$ cat config.mk
export PLATFORM = sky130hd
export DESIGN_NAME = warp_issue_scheduler
export DESIGN_NICKNAME = d
export VERILOG_FILES = /design/src/rtl/warp_issue_scheduler_pkg.sv /design/src/rtl/warp_issue_scheduler_ctz.sv /design/src/rtl/warp_issue_scheduler.sv
export SDC_FILE = /design/constraint.sdc
export NUM_CORES = 1
export LEC_CHECK = 0
export BUFFER_PORTS_ARGS = -buffer_cell sky130_fd_sc_hd__buf_2
export CAP_MARGIN = 10
export CORE_ASPECT_RATIO = 1.75
export CORE_MARGIN = 2
export CORE_UTILIZATION = 47
export CTS_BUF_LIST = sky130_fd_sc_hd__clkbuf_8 sky130_fd_sc_hd__clkbuf_16
export CTS_CLUSTER_DIAMETER = 120
export DETAILED_ROUTE_END_ITERATION = 8
export PLACE_DENSITY = 0.75
export RECOVER_POWER = 100
export SETUP_SLACK_MARGIN = 0.02
export SLEW_MARGIN = 5
export SYNTH_ARGS = -nofsm -noshare
export SYNTH_HDL_FRONTEND = slang
export SYNTH_SLANG_ARGS = --single-unit
$ cat constraint.sdc
create_clock -name clk -period 2.2 [get_ports clk]
set_input_delay 0.33 -clock clk [delete_from_list [all_inputs] [get_ports clk]]
set_output_delay 0.33 -clock clk [all_outputs]
set_load 0.1 [all_outputs]
$ cat src/rtl/warp_issue_scheduler_pkg.sv
// Shared GPU definitions for the warp issue path: default warp count and
// the warp id type used by schedulers and their consumers.
package warp_issue_scheduler_pkg;

    localparam int N_WARP_DEF = 8;
    localparam int ID_W_DEF   = $clog2(N_WARP_DEF);

    typedef logic [ID_W_DEF-1:0] warp_id_t;

    // Registered issue offer presented to the downstream pipeline.
    typedef struct packed {
        logic     vld;
        warp_id_t id;
    } issue_offer_t;

endpackage

$ cat src/rtl/warp_issue_scheduler_ctz.sv
// Trailing-zero counter: index of the lowest set bit of vec, with an
// all-zero flag. cnt is 0 when vec is zero.
module count_trail_zero #(
    parameter int W_IN = 8,
    parameter int CW   = (W_IN > 1) ? $clog2(W_IN) : 1
) (
    input  logic [W_IN-1:0] vec,
    output logic [CW-1:0]   cnt,
    output logic            all_zero
);

    // Scan from MSB down so the last hit is the lowest set bit.
    always_comb begin
        cnt      = '0;
        all_zero = 1'b1;
        for (int i = W_IN - 1; i >= 0; i--) begin
            if (vec[i]) begin
                cnt      = CW'(i);
                all_zero = 1'b0;
            end
        end
    end

endmodule

$ cat src/rtl/warp_issue_scheduler.sv
// Round-robin warp issue scheduler. Picks one eligible warp per cycle,
// holds the offer until accepted, and reserves the warp (busy) until its
// completion pulse comes back.
module warp_issue_scheduler
    import warp_issue_scheduler_pkg::*;
#(
    parameter int N_WARP = N_WARP_DEF,
    parameter int ID_W   = $clog2(N_WARP)
) (
    input  logic              clk,
    input  logic              reset,
    input  logic [N_WARP-1:0] warp_ready,
    output logic              issue_valid,
    output logic [ID_W-1:0]   issue_id,
    input  logic              issue_ready,
    input  logic              done_valid,
    input  logic [ID_W-1:0]   done_id,
    output logic [N_WARP-1:0] busy_mask
);

    logic [ID_W-1:0]   ptr;
    logic [N_WARP-1:0] eligible;
    logic [N_WARP-1:0] hi_mask;
    logic [N_WARP-1:0] upper;
    logic [N_WARP-1:0] pick_vec;
    logic [ID_W-1:0]   cand;
    logic              pick_zero;
    logic              handshake;
    logic              load;
    logic              done_apply;
    logic [N_WARP-1:0] busy_nxt;

    assign eligible = warp_ready & ~busy_mask;

    // Bits at or above the round-robin pointer.
    genvar gi;
    generate
        for (gi = 0; gi < N_WARP; gi++) begin : g_hi
            assign hi_mask[gi] = (ID_W'(gi) >= ptr);
        end
    endgenerate

    assign upper    = eligible & hi_mask;
    // Prefer warps at/after ptr; fall back to wrap-around search.
    assign pick_vec = (|upper) ? upper : eligible;

    count_trail_zero #(
        .W_IN (N_WARP),
        .CW   (ID_W)
    ) u_pick (
        .vec      (pick_vec),
        .cnt      (cand),
        .all_zero (pick_zero)
    );

    assign handshake = issue_valid & issue_ready;
    assign load      = (~issue_valid | handshake) & ~pick_zero;

    // A done aimed at the warp still being offered is stale; drop it so the
    // reservation of the pending offer survives.
    assign done_apply = done_valid & ~(issue_valid & (done_id == issue_id));

    // Next reservation: done clears first, load sets. They never collide
    // because a busy warp is never a candidate.
    always_comb begin
        busy_nxt = busy_mask;
        if (done_apply)
            busy_nxt[done_id] = 1'b0;
        if (load)
            busy_nxt[cand] = 1'b1;
    end

    // Offer register, round-robin pointer and reservation state.
    always_ff @(posedge clk) begin
        if (reset) begin
            issue_valid <= 1'b0;
            issue_id    <= '0;
            ptr         <= '0;
            busy_mask   <= '0;
        end else begin
            busy_mask <= busy_nxt;
            if (load) begin
                issue_valid <= 1'b1;
                issue_id    <= cand;
                ptr         <= cand + 1'b1;
            end else if (handshake) begin
                issue_valid <= 1'b0;
            end
        end
    end

endmodule

-- Word level (Yosys, flattened, before mapping)
Index checks and enable logic that the tools add are counted.
- multiplexer cells: 25
- reduce and logical (&&, ||, !) cells: 4
- equal/unequal tests: 1
- bitwise logic cells: 14
- add/sub/neg operators: 1
- order comparisons: 12
- operator list (kind ; number):
    bitwise AND 8 bit ; 3
    two-way mux 3 bit ; 8
    two-way mux 8 bit ; 3
    inverter 8 bit ; 2
    greater-or-equal comparator 3 bit, first input constant ; 4
    two-way mux 1 bit ; 12
    less-than comparator 3 x 4 -> 1 bit, second input constant ; 2
    bitwise OR 8 bit ; 1
    OR reduction 8 bit ; 1
    demux 1 bit (select 3 bit) ; 2
    greater-or-equal comparator 1 x 3 -> 1 bit, first input constant ; 2
    greater-or-equal comparator 2 x 3 -> 1 bit, first input constant ; 2
    greater-or-equal comparator 3 x 1 -> 1 bit, second input constant ; 2
    bitwise AND 1 bit ; 4
    adder 3 x 1 -> 3 bit, second input constant ; 1
    == test 3 bit ; 1
    inverter 1 bit ; 3
    logical AND 1 bit ; 2
    nonzero test 2 bit ; 1
    bitwise OR 1 bit ; 1
- register bits after elaboration: 15
- word-level logic and storage cells: 61
- input bits: 15
- output and inout port bits: 12

-- Logic depth before layout (Yosys ltp)
- depth in word-level cells: 19
- mapped depth: 10
- gate-level depth less buffers: 9

-- Modules after synthesis
Synthesis repeated with hierarchy kept, for this count alone.
- cell total of the unflattened synthesis: 131
- area, all modules: 1047.3 µm²
- by module, submodules not included (module ; cells each ; instances ; area each (µm²) ; sequential area each (µm²)):
    warp_issue_scheduler ; 117 ; 1 ; 960.9 ; 300.3
    count_trail_zero ; 14 ; 1 ; 86.3 ; 0.0

-- Worst setup path before layout
Ideal clock, no wire load.
- path type: reg-to-reg
- from: register busy_mask[4]
- to: register ptr[2]
- setup time: 86 ps
- arrival time: 2649 ps
- slack: -535 ps
- cell stages (with the launch flop): 10
- clock period less this slack: 2735 ps
- buffers on the path: 0
- cell sequence: dfxtp_1 -> nor2b_1 -> o2bb2ai_1 -> o21bai_4 -> nor2_4 -> o211ai_1 -> a21oi_2 -> ha_1 -> xor2_1 -> a211oi_1
- RTL lines (item ; RTL line ; text):
    start, declared ; warp_issue_scheduler.sv:18 ; output logic [N_WARP-1:0] busy_mask
    start signal, assigned ; warp_issue_scheduler.sv:81 ; busy_mask <= busy_nxt;
    inverter 8 bit (*) ; warp_issue_scheduler.sv:33 ; assign eligible = warp_ready & ~busy_mask;
    bitwise AND 8 bit (*) ; warp_issue_scheduler.sv:33 ;
    bitwise AND 8 bit ; warp_issue_scheduler.sv:43 ; assign upper = eligible & hi_mask;
    OR reduction 8 bit ; warp_issue_scheduler.sv:45 ; assign pick_vec = (|upper) ? upper : eligible;
    two-way mux 8 bit (*) ; warp_issue_scheduler.sv:45 ;
    two-way mux 3 bit (7 in series) ; warp_issue_scheduler_ctz.sv:17 ; if (vec[i]) begin
    two-way mux 3 bit (*) ; warp_issue_scheduler_ctz.sv:17 ;
    named net cand[0] ; warp_issue_scheduler.sv:26 ; logic [ID_W-1:0] cand;
    adder 3 x 1 -> 3 bit (*) ; warp_issue_scheduler.sv:85 ; ptr <= cand + 1'b1;
    end signal, assigned ; warp_issue_scheduler.sv:85 ;
    end, declared ; warp_issue_scheduler.sv:21 ; logic [ID_W-1:0] ptr;
Mark *: on every way through the listed nets, which the timed path passes. The rest lies on a longest branch.
A chain may end at the register's enable or synchronous reset.

-- Final worst setup path
- from: register ptr[0]
- to: register ptr[2]
- RTL lines (item ; RTL line ; text):
    greater-or-equal comparator 1 x 3 -> 1 bit, or another cell as far along ; warp_issue_scheduler.sv:39 ; assign hi_mask[gi] = (ID_W'(gi) >= ptr);
    bitwise AND 8 bit (*) ; warp_issue_scheduler.sv:43 ;
    OR reduction 8 bit ; warp_issue_scheduler.sv:45 ;
    two-way mux 8 bit (*) ; warp_issue_scheduler.sv:45 ;
    two-way mux 3 bit (7 in series) ; warp_issue_scheduler_ctz.sv:17 ;
    two-way mux 3 bit (*) ; warp_issue_scheduler_ctz.sv:17 ;
    named net cand[0] ; warp_issue_scheduler.sv:26 ;
    adder 3 x 1 -> 3 bit (*) ; warp_issue_scheduler.sv:85 ;
Marks and branches as above.

==> summary.log <==
INFO  drt            detailedRoute.firstIterationViolations=44
INFO  cts            worst_setup_hold_path_clk_slew=60ps
INFO  synth          synth_simple_gate_area_share=28.06%
INFO  grt            grt_start_max_net_pins=11
INFO  synth          synthAdderAreaFrac=1.145%
INFO  grt            first_global_vias=1132
INFO  layout         drive_gt1_share=33.14%
INFO  die            die_x=40.44µm
INFO  die            io_pins=27
INFO  synth          ys_dominant_reg_cell=dfxtp_1
INFO  synth          synth.net_count=152
INFO  synth          postSynthCellCount=136
INFO  synth          post_synth_edffs=0
INFO  cts            tritoncts_clock_tree=done
INFO  grt            antenna_found_initial=0
INFO  layout         mostFrequentLayoutCells=nand2_1, buf_2, buf_4, clkbuf_1, nor2_1
INFO  die            floorplan.initialDensity=48.66%
INFO  timing         fin_setup_tns=0ps
INFO  drt            detail_route.wl_per_cell=15.11µm
INFO  worst_setup_path setup.worst_path.start=ptr[0]
INFO  placed_design  placed_cell_area=1403µm²
INFO  synth          sequential_to_total_area_share_from_yosys_stat=27.49%
INFO  power_and_ir_drop pwr_density_cell=1509nW/µm²
INFO  worst_hold_path min-delay-path-class=input port to register
INFO  cts            hold_buffers=0
INFO  timing         post-route-period-util=97.03%
INFO  job            max_cap_viol_count=0
INFO  placed_design  detailedPlacementHpwl=2544µm
INFO  cts            clock_sink_count=15
INFO  timing         unrepaired_setup_endpoints_after_global_routing=true
INFO  cts            h-tree-depth=1
INFO  worst_setup_path critical_path_arrival=2300ps
INFO  layout         final_util=64.72%
INFO  worst_setup_path cp-end-kind=register
INFO  cts            ctsRootBufferMaster=clkbuf_8
INFO  drt            wirelength_met1=1108µm
INFO  timing         number_of_pins_exceeding_their_max_slew_limit_in_the_final_report=0
INFO  cts            cts.path.max_buffers=2
INFO  die            placement_rows=23
INFO  worst_setup_path timing_worst_setup_path_type=register to register
INFO  layout         fillCellCount=195
INFO  worst_setup_path path_max_fanout=5
INFO  worst_setup_path cp_slowest_stage_delay=590ps
INFO  synth          syn_area=1092µm²
INFO  worst_setup_path cp_top_family=simple AND/OR/NAND/NOR gates
INFO  timing         layout_min_cycle_time=2135ps
INFO  status         outcome=finished, final reports clean
INFO  die            core-area=2245µm²
INFO  timing         worst_pin_slew=1177ps
INFO  grt            grt_first_pass_wirelength=5023µm
INFO  timing         worst_slew_margin_rel=21.90%
INFO  synth          synthXorXnorAreaFrac=2.405%
INFO  synth          synthMuxAreaShare=0%
INFO  synth          synth-warning-count=0
INFO  layout         areaGrowthSynthToFinish=32.99%
INFO  drt            routed-wl-met2=1786µm
INFO  worst_setup_path worst_ep_required_time=2370ps
INFO  drt            post_drt_via_cell_ratio=5.870
INFO  die            chipHeight=67.78µm
INFO  synth          async_reset_ff_share=0%
INFO  layout         mostFrequentLayoutCell=nand2_1
INFO  timing         worst_clock_skew=4.273ps
INFO  worst_setup_path worst_r2r_startpoint=ptr[0]
INFO  timing         hold_viol_final=0
INFO  cts            tritoncts.num_buffers=3
INFO  placed_design  placement.io_buffers=26
INFO  grt            global_route.overflow_total=0
INFO  power_and_ir_drop total_power=0.002193W
INFO  drt            route.detailed.drc=0
INFO  drt            overall_via_count_from_detail_route=1174
INFO  drt            antenna_violating_nets_post_route=0
INFO  placed_design  gp_routability_congestion=0.9755
INFO  layout         multi_input_gate_area=822.0µm²
INFO  synth          netlist-cell-type-count=46
INFO  drt            totalWireLength=3021µm
INFO  timing         timing.hold.ws=346.8ps
INFO  worst_setup_path path_buf_inv=1
INFO  timing         fmax=468.4MHz
INFO  timing         timing.final.setup_violations=0
INFO  cts            skew_pair_late_insertion_delay=250ps
INFO  synth          synth_top_family_by_area=compound AO/OA/AOI/OAI gates
INFO  power_and_ir_drop leakagePower=0.5758nW
INFO  layout         layout.area.seq=331.6µm²
INFO  drt            met3WireLength=88µm
INFO  drt            drt_first_pass_iters=4
INFO  worst_hold_path worst_hold_startpoint=reset
INFO  power_and_ir_drop vdd_ir_drop_max=1.049mV
INFO  die            dieArea=2741µm²
INFO  worst_setup_path crit_path_cell_trace=or4_4, nand4_4, nor2_4, o211ai_1, buf_4, a21oi_4, ha_2, xor2_1, a211oi_1
INFO  layout         finalNetCount=192
INFO  layout         antenna-diode-count=0
INFO  grt            globalRouteTotalUtil=26.41%
INFO  synth          synth_compound_area_share=38.49%
INFO  worst_setup_path cp-start-kind=register
INFO  drt            highest-signal-layer=met4
INFO  synth          synthesis.area_per_instance=8.032µm²
INFO  worst_setup_path slowest_stage=or4_4
INFO  layout         postLayoutCellArea=1453µm²
INFO  synth          number_of_flip_flops_and_latches_in_the_synthesized_netlist=15
state kept, by name, indices dropped and copies added (netlist names):
signal	count
busy_mask	8
issue_id	3
issue_valid	1
ptr	3
final cells by class:
type                       instances  share of cell area [%]
sequential                        15                   22.83
inverter                           2                  0.5168
clock inverter                     1                  0.3445
multi-input combinational        115                   56.59
timing repair buffer              39                   14.73
clock buffer                       3                   2.842
tap                               25                   2.153
layer usage:
layer	track usage, %	up-vias
met5	0	-
met4	8.750	0
met3	1.974	5
met2	49.60	27
met1	28.54	552
li1	-	590
cell usage after synthesis (2+ instances only):
cell type / instances / share of area [%]
buf_2: 3 / 1.4
nand2b_1: 10 / 5.7
a32o_1: 3 / 2.7
o2111ai_1: 2 / 1.6
a211o_1: 2 / 1.6
o21ai_1: 3 / 1.4
nor2_1: 10 / 3.4
nand3_1: 9 / 4.1
o21ai_0: 5 / 2.3
o21a_1: 3 / 2.1
a21oi_1: 7 / 3.2
nor2b_1: 4 / 2.3
xnor2_1: 2 / 1.6
nor3_1: 2 / 0.92
dfxtp_1: 15 / 27
a211oi_1: 4 / 2.7
and3_1: 2 / 1.1
a21o_1: 4 / 2.7
nand2_1: 19 / 6.5
stage by stage:
step                      setup WS, ps  instances
after global routing            -31.08        200
after detailed placement         51.02        195
after floorplan                 -44.21        136
after global placement           86.54        195
final                            65.29        200
after CTS                        59.24        199
kinds of logic (layout without fill, tap and decap cells):
logic type | Yosys count | after routing
AOI/OAI and AO/OA | 51 | 51
xor gates and xnor gates | 3 | 3
adders and majority gates | 1 | 1
buffers and inverters | 6 | 45
DFF | 15 | 15
and+or+nand+nor | 60 | 60
where the power goes:
group | internal (W) | leakage [nW] | switching, W
Sequential | 0.000389 | 0.130 | 0.0000815
Clock | 0.000125 | 0.0255 | 0.0000972
Combinational | 0.000462 | 0.421 | 0.00104
Total | 0.000976 | 0.576 | 0.00122
worst paths after layout:
check,to,slack (ps),cells after the start
max,ptr[2],70,9
min,ptr[1],350,2
max reg2reg,ptr[2],70,9
min reg2reg,busy_mask[6],480,2
repair_timing:
item                                   CTS  global route
setup endpoints to repair                0             5
buffers inserted                         0             1
endpoints found under the hold margin    0             0
resized for setup                        0             3
Power figures use the tool's default switching activity.
